`src/rtl/fix_sched_pkg.sv`:
```
// Shared types and constants for the FIX outbound message scheduler.
// Used by fix_rr_arbiter and fix_tx_scheduler.
package fix_sched_pkg;

    typedef enum logic [1:0] {
        ST_IDLE,
        ST_WAIT_SEQ,
        ST_BUSY
    } sched_state_t;

    // Internal 4-bit encodings of the session and application message types
    localparam logic [3:0] MSG_HEARTBEAT = 4'h0;
    localparam logic [3:0] MSG_TESTREQ   = 4'h1;
    localparam logic [3:0] MSG_RESEND    = 4'h2;
    localparam logic [3:0] MSG_REJECT    = 4'h3;
    localparam logic [3:0] MSG_LOGOUT    = 4'h5;
    localparam logic [3:0] MSG_LOGON     = 4'hA;

    function automatic int wd_width(input int timeout);
        return $clog2(timeout + 1);
    endfunction

endpackage

```
`src/rtl/fix_rr_arbiter.sv`:
```
// Combinational rotating-priority arbiter; searches upward from ptr+1 with wrap.
// With FIX_SCHED_PRIORITY_EN defined, requester 0 always wins and is skipped by the rotation.
module fix_rr_arbiter
    import fix_sched_pkg::*;
#(
    parameter int NUM_REQ = 4,
    parameter int IDX_W   = $clog2(NUM_REQ)
) (
    input  logic [NUM_REQ-1:0] req,
    input  logic [IDX_W-1:0]   ptr,
    output logic [NUM_REQ-1:0] grant,
    output logic [IDX_W-1:0]   winner,
    output logic               valid
);

    logic             found;
    logic [IDX_W-1:0] idx;

    always_comb begin
        grant  = '0;
        winner = '0;
        found  = 1'b0;
        idx    = '0;
`ifdef FIX_SCHED_PRIORITY_EN
        if (req[0]) begin
            grant[0] = 1'b1;
            found    = 1'b1;
        end
`endif
        for (int i = 1; i <= NUM_REQ; i++) begin
            idx = IDX_W'((int'(ptr) + i) % NUM_REQ);
`ifdef FIX_SCHED_PRIORITY_EN
            if (!found && idx != '0 && req[idx]) begin
`else
            if (!found && req[idx]) begin
`endif
                grant[idx] = 1'b1;
                winner     = idx;
                found      = 1'b1;
            end
        end
    end

    assign valid = |req;

endmodule

```
`src/rtl/fix_tx_scheduler.sv`:
```
// Grants one outbound message job at a time, starts creation once the sequence
// number is ready and holds type/host until done or watchdog expiry.
// Optional build macro: FIX_SCHED_PRIORITY_EN (requester 0 pre-empts the rotation).
module fix_tx_scheduler
    import fix_sched_pkg::*;
#(
    parameter int NUM_REQ = 4,
    parameter int HOST_W  = 4,
    parameter int TYPE_W  = 4,
    parameter int TIMEOUT = 255
) (
    input  logic                      clk,
    input  logic                      rst,
    input  logic [NUM_REQ-1:0]        req_i,
    input  logic [NUM_REQ*TYPE_W-1:0] req_type_i,
    input  logic [NUM_REQ*HOST_W-1:0] req_host_i,
    input  logic                      seq_ready_i,
    input  logic                      done_i,
    output logic [NUM_REQ-1:0]        grant_o,
    output logic                      start_o,
    output logic [TYPE_W-1:0]         msg_type_o,
    output logic [HOST_W-1:0]         host_o,
    output logic                      busy_o,
    output logic                      timeout_o
);

    localparam int IDX_W = $clog2(NUM_REQ);
    localparam int WD_W  = wd_width(TIMEOUT);
    localparam logic [WD_W-1:0] WD_LAST = WD_W'(TIMEOUT - 1);
    localparam logic [WD_W-1:0] WD_MAX  = {WD_W{1'b1}};

    sched_state_t       state;
    logic [IDX_W-1:0]   ptr;
    logic [IDX_W-1:0]   winner;
    logic [NUM_REQ-1:0] pick;
    logic               any_req;
    logic [WD_W-1:0]    wd;

    fix_rr_arbiter #(
        .NUM_REQ (NUM_REQ),
        .IDX_W   (IDX_W)
    ) u_arb (
        .req    (req_i),
        .ptr    (ptr),
        .grant  (pick),
        .winner (winner),
        .valid  (any_req)
    );

    // Pulses default low every cycle; reset starts ptr at the last requester so 0 wins first
    always_ff @(posedge clk) begin
        if (rst) begin
            state      <= ST_IDLE;
            ptr        <= IDX_W'(NUM_REQ - 1);
            wd         <= '0;
            grant_o    <= '0;
            start_o    <= 1'b0;
            msg_type_o <= '0;
            host_o     <= '0;
            busy_o     <= 1'b0;
            timeout_o  <= 1'b0;
        end else begin
            grant_o   <= '0;
            start_o   <= 1'b0;
            timeout_o <= 1'b0;
            case (state)
                ST_IDLE: begin
                    if (any_req) begin
                        grant_o    <= pick;
                        msg_type_o <= req_type_i[int'(winner)*TYPE_W +: TYPE_W];
                        host_o     <= req_host_i[int'(winner)*HOST_W +: HOST_W];
                        busy_o     <= 1'b1;
`ifdef FIX_SCHED_PRIORITY_EN
                        if (winner != '0) begin
                            ptr <= winner;
                        end
`else
                        ptr <= winner;
`endif
                        state <= ST_WAIT_SEQ;
                    end
                end
                ST_WAIT_SEQ: begin
                    if (seq_ready_i) begin
                        start_o <= 1'b1;
                        wd      <= '0;
                        state   <= ST_BUSY;
                    end
                end
                ST_BUSY: begin
                    // done takes precedence over a simultaneous watchdog expiry
                    if (done_i) begin
                        busy_o <= 1'b0;
                        state  <= ST_IDLE;
                    end else if (wd == WD_LAST) begin
                        timeout_o <= 1'b1;
                        busy_o    <= 1'b0;
                        state     <= ST_IDLE;
                    end else if (wd != WD_MAX) begin
                        wd <= wd + WD_W'(1);
                    end
                end
                default: begin
                    busy_o <= 1'b0;
                    state  <= ST_IDLE;
                end
            endcase
        end
    end

endmodule

```
`config.mk`:
```
export PLATFORM = sky130hd
export DESIGN_NAME = fix_tx_scheduler
export DESIGN_NICKNAME = d
export VERILOG_FILES = /design/src/rtl/fix_sched_pkg.sv /design/src/rtl/fix_rr_arbiter.sv /design/src/rtl/fix_tx_scheduler.sv
export SDC_FILE = /design/constraint.sdc
export NUM_CORES = 1
export LEC_CHECK = 0
export CAP_MARGIN = 15
export CORE_MARGIN = 2
export CORE_UTILIZATION = 48
export DETAILED_ROUTE_END_ITERATION = 12
export PLACE_DENSITY = 0.8
export SYNTH_ARGS = -nofsm -noshare
export SYNTH_HDL_FRONTEND = slang
export SYNTH_SLANG_ARGS = --single-unit
export TNS_END_PERCENT = 20
```
`constraint.sdc`:
```
create_clock -name clk -period 4.03 [get_ports clk]
set_clock_uncertainty 0.15 [all_clocks]
set_input_delay 0.806 -clock clk [delete_from_list [all_inputs] [get_ports clk]]
set_output_delay 0.806 -clock clk [all_outputs]
set_load 0.01 [all_outputs]
```
==> flow_summary.yaml, run 1 <==
clock_network:
  cts_buffers: 3
  clkLatencyLatePin_ps: 270
  postCtsSetupRepairBufs: 0
  root_buffer: "clkbuf_8"
  cts-hold-fix-buffers: 0
  h-tree-depth: 1
  clockBufferDepth: 2
  post_cts_resized: 0
  clk_pin_slew_ps: 90
  clock_sinks: 27
  cts_tree: "done"
pwr:
  finalPower_mw: 1.364
  p_leak_nw: 0.9664
  p_per_area_nw_per_um2: 539.0
  irDropWorstVdd_mv: 0.2847
yosys:
  synth_top_cells_by_area: "dfxtp_1 28%, ha_1 6.4%, mux2i_1 6.2%, nor2_1 4.4%, mux4_2 3.5%"
  yosysWarnings: 0
  syn_area_per_cell_um2: 8.669
  yosysSeqAreaShare_pct: 27.84
  synth_nets: 274
  async_flop_share_pct: 0
  synth_edf_count: 0
  synthesis.area_um2: 1942
  synth_seq_cells: 27
  synthCells: 224
  synth_top_area_share_pct: 27.84
  yosys.area.top_type: "dfxtp_1"
  ys.flop_type: "dfxtp_1"
  ys_types: 47
critical_path:
  ff2ff_path_depth: 8
  cp_max_fo: 14
  r2r_end: "host_o[1]"
  rrSetupSlack_ps: 680
  critPathCaptureType: "flop"
  reg2reg_from: "ptr[0]"
  startpoint_type: "input pin"
  crit_required_ps: 4050
  worstSetupPathType: "in2reg"
  cp.arrival_ps: 3410
timing:
  fin_crit_ps: 3388
  finalSetupTns_ps: 0
  worst_slack_ps: 641.9
  rsz0062_at_grt: "no"
  timing.fmax_mhz: 295.2
  fin_crit_sh_pct: 84.07
  setup_viol: 0
  maxSlewViolCount: 0
  slew_headroom_pct: 63.89
  hold_viol_final: 0
  tightest_slew_ps: 540.5
die:
  die_width_um: 67.61
  num_io_pins: 55
  start_util_pct: 49.25
  die_area_um2: 4570
  core_region_area_um2: 3943
  die_y_um: 67.61
  rows: 23
hold_path:
  hold_path_depth: 2
  worstHoldPathType: "reg2reg"
  hp-start: "msg_type_o[0]"
  min_to: "msg_type_o[0]"
grt:
  grt_pass1_wl_mm: 7.541
  antenna_found_initial: 0
  grt_max_degree: 20
  grt_pass1_vias: 1707
  grt_use_total_pct: 21.70
  grt-ovfl-total: 0
route:
  first_pass_iters: 7
  routed_via_density: 5.668
  wirelength_mm: 4.769
  drc_errors: 0
  antenna_left: 0
  num_vias: 1825
  drt_iter0_markers: 74
  wl_per_cell_um: 14.81
final_layout:
  final_design_area_no_fill_um2: 2530
  utilization_pct: 64.17
  area_delta_synth_final_pct: 30.28
  drive_above_1_share_pct: 7.721
  final_cell_mix: "54 x clkdlybuf4s50_1, 27 x dfxtp_1, 23 x nor2_1, 16 x nand2_1"
  nets: 323
  num_antenna_cells: 0
  final_common_cell: "clkdlybuf4s50_1"
placement:
  portBuffers: 54
  hpwl_mm: 3.589
  gp_congestion: 0.8092
  placed_area_um2: 2485
  dp_worst_setup_slack_ps: 342.5
job:
  maxCapViolCount: 0
run_status:
  status: "finished, final reports clean"
[cells in the mapped netlist, types with 2 or more instances]
master	instances
o22ai_1	5
inv_1	12
xnor2_1	7
nand2_1	16
mux2_2	2
o211ai_1	7
mux2i_1	12
a221o_1	3
a211o_1	5
buf_2	3
nor2b_1	7
nor2_1	23
a211oi_1	3
a21oi_1	8
ha_1	10
or3b_2	2
buf_6	4
a211oi_2	3
nand2b_1	4
a22oi_1	8
nor3_1	10
mux4_2	3
o21ai_0	8
nand3_1	4
dfxtp_1	27
clkbuf_1	6
a41oi_1	2
[power by group]
group | switching (mW) | total [mW] | internal [mW]
clock | 0.0821 | 0.153 | 0.0709
combinational | 0.462 | 0.873 | 0.411
sequential | 0.0223 | 0.337 | 0.315
total | 0.567 | 1.36 | 0.797
[routing by layer]
metal / vias to the layer above / share of wire (%) / track usage [%]
met5: - / 0 / 0
met4: 0 / 1.4 / 6.633
met3: 6 / 7.4 / 5.167
met2: 63 / 48 / 37.50
met1: 837 / 43 / 26.45
li1: 919 / - / -
[sequential cells by signal, summed over array words and instances, names as in the netlist]
signal / count
wd: 8
grant_o: 4
host_o: 4
msg_type_o: 4
ptr: 2
state: 2
busy_o: 1
start_o: 1
timeout_o: 1
[how the worst max path moves through the flow]
stage | start | end | cells past startpoint
2_1_floorplan | ptr[0] | host_o[2] | 12
3_3_place_gp | req_i[3] | host_o[1] | 7
3_5_place_dp | req_i[2] | host_o[1] | 7
4_1_cts | req_i[2] | host_o[1] | 7
5_1_grt | ptr[0] | host_o[1] | 8
6_report | req_i[3] | host_o[1] | 7
[kinds of logic (layout without fill, tap and decap cells)]
logic type               Yosys count  after routing  share of synthesized area (%)
AO/OA/AOI/OAI                     61             61                          23.97
buffers and inverters             25             73                          6.572
AND/OR/NAND/NOR                   74             74                          18.49
adder cells (fa/ha/maj)           10             10                          6.443
XOR/XNOR                           7              7                          3.157
multiplexers                      20             20                          13.53
flip-flops                        27             27                          27.84
[layout make-up]
class / instances / area, um^2
clock buffer: 4 / 45.04
inverter: 12 / 45.04
tap: 50 / 62.56
fill: 344 / 1413
sequential: 27 / 540.5
timing repair buffer: 57 / 563.0
multi-input combinational: 172 / 1274
[worst max-delay path, stage by stage]
cell and delay, ps:
clkdlybuf4s50_1 580, mux4_2 660, inv_1 190, o21ai_4 130, o21ai_2 370, mux2_2 380, a221o_1 280
[metrics by stage]
stage / std cells / hold slack, ps
global placement: 318 / 301.4
detailed placement: 318 / 321.7
CTS: 322 / 341.1
finish: 322 / 338.7
global route: 322 / 361.3
floorplan: 224 / 327.5
(Power assumes the default switching activity.)
==> run 2, diff against run 1 <==
--- a/config.mk
+++ b/config.mk
@@ -7,9 +7,9 @@
 export LEC_CHECK = 0
 export CAP_MARGIN = 15
 export CORE_MARGIN = 2
-export CORE_UTILIZATION = 48
+export CORE_UTILIZATION = 43
 export DETAILED_ROUTE_END_ITERATION = 12
-export PLACE_DENSITY = 0.8
+export PLACE_DENSITY = 0.76
 export SYNTH_ARGS = -nofsm -noshare
 export SYNTH_HDL_FRONTEND = slang
 export SYNTH_SLANG_ARGS = --single-unit
==> constraint.sdc (replaced) <==
create_clock -name clk -period 3.1 [get_ports clk]
set_clock_uncertainty 0.15 [all_clocks]
set_input_delay 0.62 -clock clk [delete_from_list [all_inputs] [get_ports clk]]
set_output_delay 0.62 -clock clk [all_outputs]
set_load 0.01 [all_outputs]
==> run 2 against run 1 <==
  * Cell area increased by 8.8%
  * Clock power increased by 30%
  * Die area increased by 11%
  * Cell count increased by 9.6%
  * Hold slack improved by 5.9 ps
  * Critical endpoint is now host_o[2]
  * Largest power group unchanged
  * Highest routed layer unchanged
==> flow_summary.yaml, run 2 (same netlist as run 1, synthesis figures left out) <==
clock_network:
  clockBufferDepth: 2
  cts_buffers: 3
  cts-hold-fix-buffers: 0
  h-tree-depth: 1
  post_cts_resized: 0
  clk_pin_slew_ps: 90
  root_buffer: "clkbuf_8"
  cts_tree: "done"
  postCtsSetupRepairBufs: 0
  clkLatencyLatePin_ps: 270
  clock_sinks: 27
route:
  drc_errors: 0
  first_pass_iters: 4
  num_vias: 1911
  routed_via_density: 5.414
  drt_iter0_markers: 66
  wl_per_cell_um: 14.53
  antenna_left: 0
  wirelength_mm: 5.129
critical_path:
  cp.arrival_ps: 2970
  startpoint_type: "input pin"
  slowest_delay_ps: 530
  worstSetupPathType: "in2reg"
  slowest_stage: "mux4_2"
  critPathCaptureType: "flop"
  cp_max_fo: 8
  crit_chain: "clkdlybuf4s50_1 -> mux4_2 -> buf_4 -> o311a_1 -> or3_1 -> a211oi_2 -> a221o_1"
  cpLargestDelayFamily: "compound AO/OA/AOI/OAI gates"
  reg2reg_from: "ptr[1]"
  critPathLaunch: "req_i[1]"
  crit_buf_inv: 2
  crit_required_ps: 3170
die:
  rows: 24
  core_region_area_um2: 4354
  die_y_um: 71.20
  num_io_pins: 55
  start_util_pct: 44.60
  die_width_um: 71.20
  die_area_um2: 5069
timing:
  slew_headroom_pct: 69.99
  tightest_slew_ps: 445.4
  timing.fmax_mhz: 344.5
  holdWs_ps: 344.6
  rsz0062_at_grt: "no"
  hold_viol_final: 0
  setup_viol: 0
  fin_crit_sh_pct: 93.63
  fin_crit_ps: 2902
  maxSlewViolCount: 0
final_layout:
  nets: 352
  drive_above_1_share_pct: 17.61
  top_register: "wd"
  area_delta_synth_final_pct: 41.69
  num_antenna_cells: 0
  largest_register_ffs: 8
  utilization_pct: 63.19
  final_common_cell: "clkdlybuf4s50_1"
  fill_cells: 378
  final_cell_mix: "54 x clkdlybuf4s50_1, 32 x buf_4, 26 x dfxtp_1, 23 x nor2_1, 16 x nand2_1"
run_status:
  status: "finished, final reports clean"
grt:
  grt-ovfl-total: 0
  grt_pass1_wl_mm: 8.666
  top_usage_layer: "met2"
  grt.met2_usage_pct: 34.67
  grt_max_degree: 20
  grt_use_total_pct: 20.96
  grtUsageMet3_pct: 3.561
  use_met1_pct: 27.24
  grt_pass1_vias: 1898
  antenna_found_initial: 0
placement:
  gp_congestion: 0.7804
  hpwl_mm: 4.007
  portBuffers: 54
job:
  maxCapViolCount: 0
pwr:
  finalPower_mw: 2.019
  irDropWorstVdd_mv: 0.4448
  p_leak_nw: 1.103
  p_per_area_nw_per_um2: 733.6
hold_path:
  worstHoldPathType: "reg2reg"
  hp-start: "msg_type_o[3]"
[run 2: cell count changes in the layout (fill, tap and decap cells not counted), sizes merged]
cell | previous run | this run
buf | 3 | 32
[run 2: report_power, final]
group          total [mW]  switching, mW  leakage (nW)  internal [mW]
clock network       0.199          0.107        0.0228         0.0921
logic                1.38          0.653         0.859          0.724
registers           0.443         0.0321         0.221          0.411
[run 2: routing by layer]
| layer | vias to the layer above | share of wire, % |
|---|---|---|
| li1 | 978 | - |
| met1 | 854 | 45 |
| met2 | 69 | 46 |
| met3 | 10 | 5.7 |
| met4 | 0 | 2.6 |
| met5 | - | 0 |
[run 2: final cells by class]
class | instances | area, um^2 | share of cell area [%]
clock buffer | 4 | 45.04 | 1.637
inverter | 12 | 45.04 | 1.637
timing repair buffer | 86 | 780.7 | 28.38
tap | 52 | 65.06 | 2.365
sequential | 27 | 541.8 | 19.69
multi-input combinational | 172 | 1274 | 46.29
[run 2: path summary, 6_finish.rpt]
check / endpoint / slack (ps) / cells past startpoint
worst min-delay path: msg_type_o[3] / 340 / 1
worst min register to register: msg_type_o[3] / 340 / 1
worst max-delay path: host_o[2] / 200 / 7
worst max register to register: host_o[2] / 390 / 9
[run 2: per-stage QoR]
stage          setup WS [ps]  area (um^2)  instances  TNS [ps]
2_1_floorplan          15.58         1957        224         0
3_3_place_gp          -34.37         2706        349    -98.22
3_5_place_dp          -83.35         2706        349    -217.7
4_1_cts                198.0         2751        353         0
5_1_grt                100.0         2751        353         0
6_report               197.6         2751        353         0
[run 2: worst register-to-register path: cells and delay by family, from the launching register on]
| kind | cells | cell delay (ps) |
|---|---|---|
| compound gates | 3 | 680 |
| flops | 1 | 330 |
| fa+ha+maj | 1 | 320 |
| buf+inv | 3 | 390 |
| mux | 2 | 740 |
